--- config.mk ---
export PLATFORM = sky130hd
export DESIGN_NAME = whack_game_fsm
export DESIGN_NICKNAME = d
export VERILOG_FILES = /design/src/rtl/whack_game_fsm.sv
export SDC_FILE = /design/constraint.sdc
export NUM_CORES = 1
export LEC_CHECK = 0
export CAP_MARGIN = 20
export CORE_MARGIN = 10
export CORE_UTILIZATION = 30
export CTS_CLUSTER_DIAMETER = 30
export CTS_CLUSTER_SIZE = 24
export DETAILED_ROUTE_END_ITERATION = 16
export PLACE_DENSITY_LB_ADDON = 0.08
export SYNTH_ARGS = -nofsm -noshare
export SYNTH_HDL_FRONTEND = slang
export SYNTH_SLANG_ARGS = --single-unit
export TNS_END_PERCENT = 5
--- constraint.sdc ---
create_clock -name clk -period 5.4 [get_ports clk]
set_input_delay 0.54 -clock clk [delete_from_list [all_inputs] [get_ports clk]]
set_output_delay 0.54 -clock clk [all_outputs]
set_load 0.005 [all_outputs]
--- src/rtl/whack_game_fsm.sv ---
// whack_game_fsm: single-target reaction game with game timer, per-level hit window,
// switch-toggle detection and scoring. Define STREAK_BONUS_EN for 2-point streak hits.
module whack_game_fsm #(
   parameter int LED_NUM        = 18,
   parameter int SCORE_W        = 7,
   parameter int GAME_SECONDS   = 60,
   parameter int BASE_WINDOW_MS = 1500,
   parameter int WINDOW_STEP_MS = 100,
   parameter int MIN_WINDOW_MS  = 300,
   parameter int HITS_PER_LEVEL = 5,
   parameter int MAX_LEVEL      = 15
) (
   input  logic                              clk,
   input  logic                              reset_n,
   input  logic                              ms_tick,
   input  logic                              button_edge,
   input  logic [LED_NUM-1:0]                switches,
   input  logic [$clog2(LED_NUM)-1:0]        random_value,
   output logic [LED_NUM-1:0]                led_on,
   output logic [SCORE_W-1:0]                user_score,
   output logic [3:0]                        level,
   output logic [$clog2(GAME_SECONDS+1)-1:0] game_time_left,
   output logic                              game_active,
   output logic                              game_over,
   output logic                              hit_pulse,
   output logic                              miss_pulse
);
   localparam int IW = $clog2(LED_NUM);
   localparam int TW = $clog2(GAME_SECONDS + 1);
   localparam int HW = $clog2(HITS_PER_LEVEL + 1);
   localparam logic [LED_NUM-1:0] ONE_HOT0 = {{(LED_NUM-1){1'b0}}, 1'b1};

   typedef enum logic [1:0] {IDLE, PICK, SHOW, GAME_OVER} state_t;

   state_t             state_q;
   logic [LED_NUM-1:0] sw_prev_q, led_q;
   logic [IW-1:0]      tgt_q;
   logic [15:0]        win_cnt_q;
   logic [9:0]         ms_sub_q;
   logic [SCORE_W-1:0] score_q;
   logic [3:0]         level_q;
   logic [TW-1:0]      time_q;
   logic [HW-1:0]      hits_q;
   logic               active_q, over_q, hit_q, miss_q;

   logic [LED_NUM-1:0] tog_d, tgt_mask_d, pick_mask_d;
   logic [IW-1:0]      tgt_red_d, tgt_d;
   logic [15:0]        step_d, win_d;
   logic               hit_d, wrong_d, timeout_d, sec_wrap_d, last_sec_d;
   logic [1:0]         add_d;
   logic [SCORE_W:0]   score_sum_d;
   logic [SCORE_W-1:0] score_hit_d, score_miss_d;

`ifdef STREAK_BONUS_EN
   logic [1:0] streak_q, streak_d;
`endif

   always_comb begin
      tog_d       = switches ^ sw_prev_q;
      tgt_mask_d  = ONE_HOT0 << tgt_q;
      hit_d       = tog_d[tgt_q];
      wrong_d     = |(tog_d & ~tgt_mask_d);
      timeout_d   = ms_tick && (win_cnt_q == 16'd1);
      sec_wrap_d  = ms_tick && (ms_sub_q == 10'd999);
      last_sec_d  = sec_wrap_d && (time_q == TW'(1));
      tgt_red_d   = random_value;
      if (int'(random_value) >= LED_NUM)
         tgt_red_d = IW'(int'(random_value) - LED_NUM);
      tgt_d = tgt_red_d;
      // Never show the same LED twice in a row.
      if (tgt_red_d == tgt_q)
         tgt_d = (int'(tgt_red_d) == LED_NUM - 1) ? '0 : tgt_red_d + IW'(1);
      pick_mask_d = ONE_HOT0 << tgt_d;
      step_d      = (16'(level_q) - 16'd1) * 16'(WINDOW_STEP_MS);
      if (step_d >= 16'(BASE_WINDOW_MS - MIN_WINDOW_MS))
         win_d = 16'(MIN_WINDOW_MS);
      else
         win_d = 16'(BASE_WINDOW_MS) - step_d;
      add_d = 2'd1;
`ifdef STREAK_BONUS_EN
      if (streak_q == 2'd3)
         add_d = 2'd2;
`endif
      score_sum_d  = {1'b0, score_q} + (SCORE_W+1)'(add_d);
      score_hit_d  = score_sum_d[SCORE_W] ? '1 : score_sum_d[SCORE_W-1:0];
      score_miss_d = (score_q == '0) ? '0 : score_q - SCORE_W'(1);
   end

`ifdef STREAK_BONUS_EN
   // Saturates at 3: only "3 or more" matters for the bonus.
   always_comb begin
      streak_d = streak_q;
      if (state_q == IDLE && button_edge)
         streak_d = '0;
      else if (state_q == SHOW) begin
         if (hit_d)
            streak_d = (streak_q == 2'd3) ? streak_q : streak_q + 2'd1;
         else if (wrong_d || timeout_d)
            streak_d = '0;
      end
   end

   always_ff @(posedge clk)
      streak_q <= !reset_n ? 2'd0 : streak_d;
`endif

   always_ff @(posedge clk) begin
      sw_prev_q <= switches;
      hit_q     <= 1'b0;
      miss_q    <= 1'b0;
      if (!reset_n) begin
         state_q   <= IDLE;
         led_q     <= '0;
         tgt_q     <= '0;
         win_cnt_q <= '0;
         ms_sub_q  <= '0;
         score_q   <= '0;
         level_q   <= '0;
         time_q    <= '0;
         hits_q    <= '0;
         active_q  <= 1'b0;
         over_q    <= 1'b0;
      end else begin
         case (state_q)
            IDLE: if (button_edge) begin
               score_q  <= '0;
               level_q  <= 4'd1;
               hits_q   <= '0;
               time_q   <= TW'(GAME_SECONDS);
               ms_sub_q <= '0;
               active_q <= 1'b1;
               state_q  <= PICK;
            end
            PICK, SHOW: begin
               if (ms_tick)
                  ms_sub_q <= sec_wrap_d ? 10'd0 : ms_sub_q + 10'd1;
               if (sec_wrap_d)
                  time_q <= time_q - TW'(1);
               if (state_q == PICK) begin
                  tgt_q     <= tgt_d;
                  win_cnt_q <= win_d;
                  led_q     <= pick_mask_d;
                  state_q   <= SHOW;
               end else begin
                  if (ms_tick)
                     win_cnt_q <= win_cnt_q - 16'd1;
                  if (hit_d) begin
                     score_q <= score_hit_d;
                     hit_q   <= 1'b1;
                     led_q   <= '0;
                     state_q <= PICK;
                     if (hits_q == HW'(HITS_PER_LEVEL - 1)) begin
                        hits_q <= '0;
                        if (level_q < 4'(MAX_LEVEL))
                           level_q <= level_q + 4'd1;
                     end else begin
                        hits_q <= hits_q + HW'(1);
                     end
                  end else if (wrong_d || timeout_d) begin
                     if (wrong_d)
                        score_q <= score_miss_d;
                     miss_q  <= 1'b1;
                     led_q   <= '0;
                     state_q <= PICK;
                  end
               end
               // Final second expires: the same-cycle event above is still scored.
               if (last_sec_d) begin
                  led_q    <= '1;
                  active_q <= 1'b0;
                  over_q   <= 1'b1;
                  state_q  <= GAME_OVER;
               end
            end
            GAME_OVER: if (button_edge) begin
               led_q   <= '0;
               level_q <= '0;
               over_q  <= 1'b0;
               state_q <= IDLE;
            end
            default: state_q <= IDLE;
         endcase
      end
   end

   assign led_on         = led_q;
   assign user_score     = score_q;
   assign level          = level_q;
   assign game_time_left = time_q;
   assign game_active    = active_q;
   assign game_over      = over_q;
   assign hit_pulse      = hit_q;
   assign miss_pulse     = miss_q;
endmodule

==> Flow_metrics.wiki <==
{| class="wikitable"
! Metric !! Value
|-
| Cts-stage hold buffer count || 0
|-
| Leakage || approximately 2.7 nW
|-
| Routed vias || about 5,700
|-
| Routed metal-1 wire length || 7980 um
|-
| Category of cells accounting for the largest share of critical-path delay || compound AO/OA/AOI/OAI gates
|-
| Critical path launch point type || flip-flop
|-
| Post-Synthesis Cell Area || 6250 um^2
|-
| Run status || finished, final reports clean
|-
| Max-Cap Viols || 0
|-
| Max IR drop VDD || 0.000140 V
|-
| Layout net count || 885
|-
| Wire length of the first global-routing pass || a little under 30,000 um
|-
| Initial core utilization || 0.307
|-
| Master of the slowest instance on the critical path || sky130_fd_sc_hd__a2111oi_0
|-
| Worst Tran Pin Value || about 0.78 ns
|-
| Detailed Route WL || about 18,000 um
|-
| Flip-flop and latch count after synthesis || between 90 and 100
|-
| Area growth, synth to finish || 18.8%
|-
| Post-detailed-placement half-perimeter wirelength || about 14,000 um
|-
| Async set-reset flop share out of synthesis || 0
|-
| Cell with the most instances after synthesis || sky130_fd_sc_hd__dfxtp_1
|-
| Class of the tightest hold or removal check || flip-flop to flip-flop
|-
| Rows || 52
|-
| Crit-path most repeated cell || sky130_fd_sc_hd__ha_1
|-
| Cell area power density || between 300 and 400 nW/um^2
|-
| Die boundary width || between 150 and 200 um
|-
| Final count of hold timing violations || 0
|-
| Setup_tns || 0 ns
|-
| Vias per cell || ~5.2
|-
| Fin Clk Skew || 0.0113 ns
|-
| Maximum root-to-sink buffer count || 2
|-
| Root cell of the clock tree || sky130_fd_sc_hd__clkbuf_16
|-
| Post-cts repair resize count || 0
|-
| Count of distinct cell types in the synthesized netlist || between 70 and 80
|-
| Number of remaining DRC errors || 0
|-
| Clock latency on the worst-skew pair || between 0.3 and 0.4 ns
|-
| Maximum number of pins on one net before global-route repair || 31
|-
| Biggest area consumer among synthesized cells || sky130_fd_sc_hd__dfxtp_1
|-
| Clk slew on worst S/H paths || roughly 0.070 ns
|-
| CP max stage delay || approximately 0.65 ns
|-
| Critical path class || flip-flop to flip-flop
|-
| Cells along the critical path || inv_1, ha_1, xor2_1, ha_1, ha_1, inv_1, fa_1, inv_1, ha_1, nor2b_1, o21ai_0, a2111oi_0, o2111a_1, o211ai_1, or2_2, a2111oi_4, o21a_1
|-
| Overall die height || 164 um
|-
| Total global routing overflow || 0
|-
| Router iterations before antenna repair || 4
|-
| Number of clock sinks || 93
|-
| Number of CTS-inserted buffers || 9
|-
| Arrival time at the worst endpoint || approximately 5.3 ns
|-
| List of most frequent post-synthesis cells || 93 x sky130_fd_sc_hd__dfxtp_1, 75 x sky130_fd_sc_hd__nor2_1, 63 x sky130_fd_sc_hd__nand2_1, 47 x sky130_fd_sc_hd__a21oi_1, 44 x sky130_fd_sc_hd__o21ai_0
|-
| Final worst path period share || 0.934
|-
| Number of nets with antenna violations after routing || 0
|-
| Routed length on met2 || between 8000 and 9000 um
|-
| H-tree Lvls || 3
|-
| TritonCTS clock tree || yes
|-
| Top metal layer carrying routed signals || met4
|-
| Area of the multi-input gates || 4070 um^2
|-
| Via count of the first global-routing pass || just under 6,000
|-
| Final GP Congestion || ~0.89
|-
| Total track usage || 0.134
|-
| Post-Syn Area per Cell || ~8.1 um^2
|-
| Most common flop cell mapped by yosys || sky130_fd_sc_hd__dfxtp_1
|-
| Routed wirelength normalized by instance count || between 15 and 20 um
|-
| Ratio of cells with drive above 1 in the final layout || 0.0619
|-
| Number of filler cells placed in the layout || 2,099
|-
| Pins over their slew limit || 0
|-
| Post-Syn Instances || between 700 and 800
|-
| Number of top-level design ports || 66
|-
| Unrepaired setup endpoints after global routing || false
|-
| Initial antenna violation count || 0
|-
| Total of endpoints with negative setup slack in the final report || 0
|-
| Area inside the core boundary || between 20,000 and 25,000 um^2
|-
| Clock period minus worst slack || between 5 and 6 ns
|-
| Sequential cell area fraction in the yosys report || 0.298
|-
| Buffering stage count on the worst path with inverters included || 3
|-
| Capturing element type of the critical path || flip-flop
|-
| Headroom to the max-slew limit || 0.478
|-
| Number of warnings issued by yosys || 0
|-
| Synthesized net count || about 840
|-
| Port-buffer cells || 65
|-
| Data required time of the critical path || ~5.7 ns
|-
| Share of the synthesized area in the top cell type || 0.298
|-
| Drt first-iter violations || about 240
|-
| Number of enable flip-flop cells after synthesis || 0
|-
| Wire length on met3 || 617 um
|-
| Antenna fix cells || 0
|-
| Area used by sequential logic in the layout || ~1900 um^2
|-
| Full die area || approximately 27,000 um^2
|-
| Fmax || ~200 MHz
|-
| Top post-synthesis cells by area || sky130_fd_sc_hd__dfxtp_1 30%, sky130_fd_sc_hd__ha_1 7.0%, sky130_fd_sc_hd__xnor2_1 4.8%, sky130_fd_sc_hd__nor2_1 4.5%, sky130_fd_sc_hd__nand2_1 3.8%
|-
| R2R setup slack || 0.36 ns
|-
| Number of setup buffers added after CTS || 0
|-
| Maximum fanout encountered on the critical timing path || 7
|-
| Post-Route Utilization || 0.364
|}
power by group:
group	internal, mW	total, mW	switching [mW]
registers	0.739	0.812	0.0730
logic	0.494	1.13	0.633
clock network	0.314	0.610	0.296
total	1.55	2.55	1.00
metal layers:
metal / up-vias / track usage
met5: - / 0
met4: 0 / 0.0431
met3: 19 / 0.0283
met2: 91 / 0.237
met1: 2740 / 0.157
li1: 2888 / -
placed cells by master (no fill, tap or decap), types with 10 or more instances in the layout:
cell type and n:
sky130_fd_sc_hd__nor2b_1 11, sky130_fd_sc_hd__dfxtp_1 93, sky130_fd_sc_hd__o21ai_0 43, sky130_fd_sc_hd__a31oi_1 10, sky130_fd_sc_hd__nand2_1 63, sky130_fd_sc_hd__inv_1 38
sky130_fd_sc_hd__nor2_1 75, sky130_fd_sc_hd__xnor2_1 34, sky130_fd_sc_hd__xor2_1 24, sky130_fd_sc_hd__buf_4 11, sky130_fd_sc_hd__clkdlybuf4s50_1 65, sky130_fd_sc_hd__a21oi_1 47
sky130_fd_sc_hd__nand3_1 28, sky130_fd_sc_hd__o21a_1 11, sky130_fd_sc_hd__ha_1 35, sky130_fd_sc_hd__nand4_1 11, sky130_fd_sc_hd__nor3_1 38
layout make-up:
cell class | instances | area share
clock buffer | 9 | 0.0304
clock inverter | 7 | 0.00675
inverter | 39 | 0.0197
multi-input combinational | 600 | 0.548
sequential | 93 | 0.251
tap | 270 | 0.0455
timing repair buffer | 76 | 0.0988
worst paths after layout:
check,from,to,depth (start not counted)
setup / recovery,level[1]$_SDFFE_PN0P_,win_cnt_q[11]$_SDFFE_PN0P_,17
setup reg to reg,level[1]$_SDFFE_PN0P_,win_cnt_q[11]$_SDFFE_PN0P_,17
hold / removal,led_on[2]$_SDFFE_PN0P_,led_on[2]$_SDFFE_PN0P_,2
hold reg to reg,led_on[2]$_SDFFE_PN0P_,led_on[2]$_SDFFE_PN0P_,2
worst reg2reg max path, delay by kind of cell, from the launching register on:
family          cells  cell delay [ns]
buf+inv             3             0.19
simple gates        2             0.54
compound gates      6             1.85
fa+ha+maj           5             1.63
flops               1             0.45
xor+xnor            1             0.35
state kept, by name (all words and copies together), names as in the netlist:
| signal | cells |
|---|---|
| user_score | 7 |
| miss_pulse | 1 |
| led_on | 18 |
| hits_q | 3 |
| tgt_q | 5 |
| hit_pulse | 1 |
| game_active | 1 |
| win_cnt_q | 16 |
| state_q | 2 |
| sw_prev_q | 18 |
| game_time_left | 6 |
| game_over | 1 |
| level | 4 |
| ms_sub_q | 10 |
through the flow:
stage	setup slack (ns)	total power [mW]	instances	cell area, um^2	hold slack [ns]
3_3_place_gp	0.601	1.95	1078	7140	0.446
5_1_grt	0.0115	2.75	1094	7420	0.495
2_1_floorplan	0.227	1.67	771	6250	0.446
4_1_cts	0.408	2.59	1094	7420	0.464
6_report	0.357	2.55	1094	7420	0.464
3_5_place_dp	0.445	1.96	1078	7140	0.446
logic make-up (layout without fill, tap and decap cells):
kind of cell	after synthesis	after routing	synth area share
buffers and inverters	78	131	0.0521
AND/OR/NAND/NOR	290	290	0.234
adder cells (fa/ha/maj)	39	39	0.0829
XOR/XNOR	59	59	0.0849
flip-flops	93	93	0.298
AO/OA/AOI/OAI	196	196	0.213
multiplexers	16	16	0.0347
No activity file was read; power rests on OpenSTA's default activity.
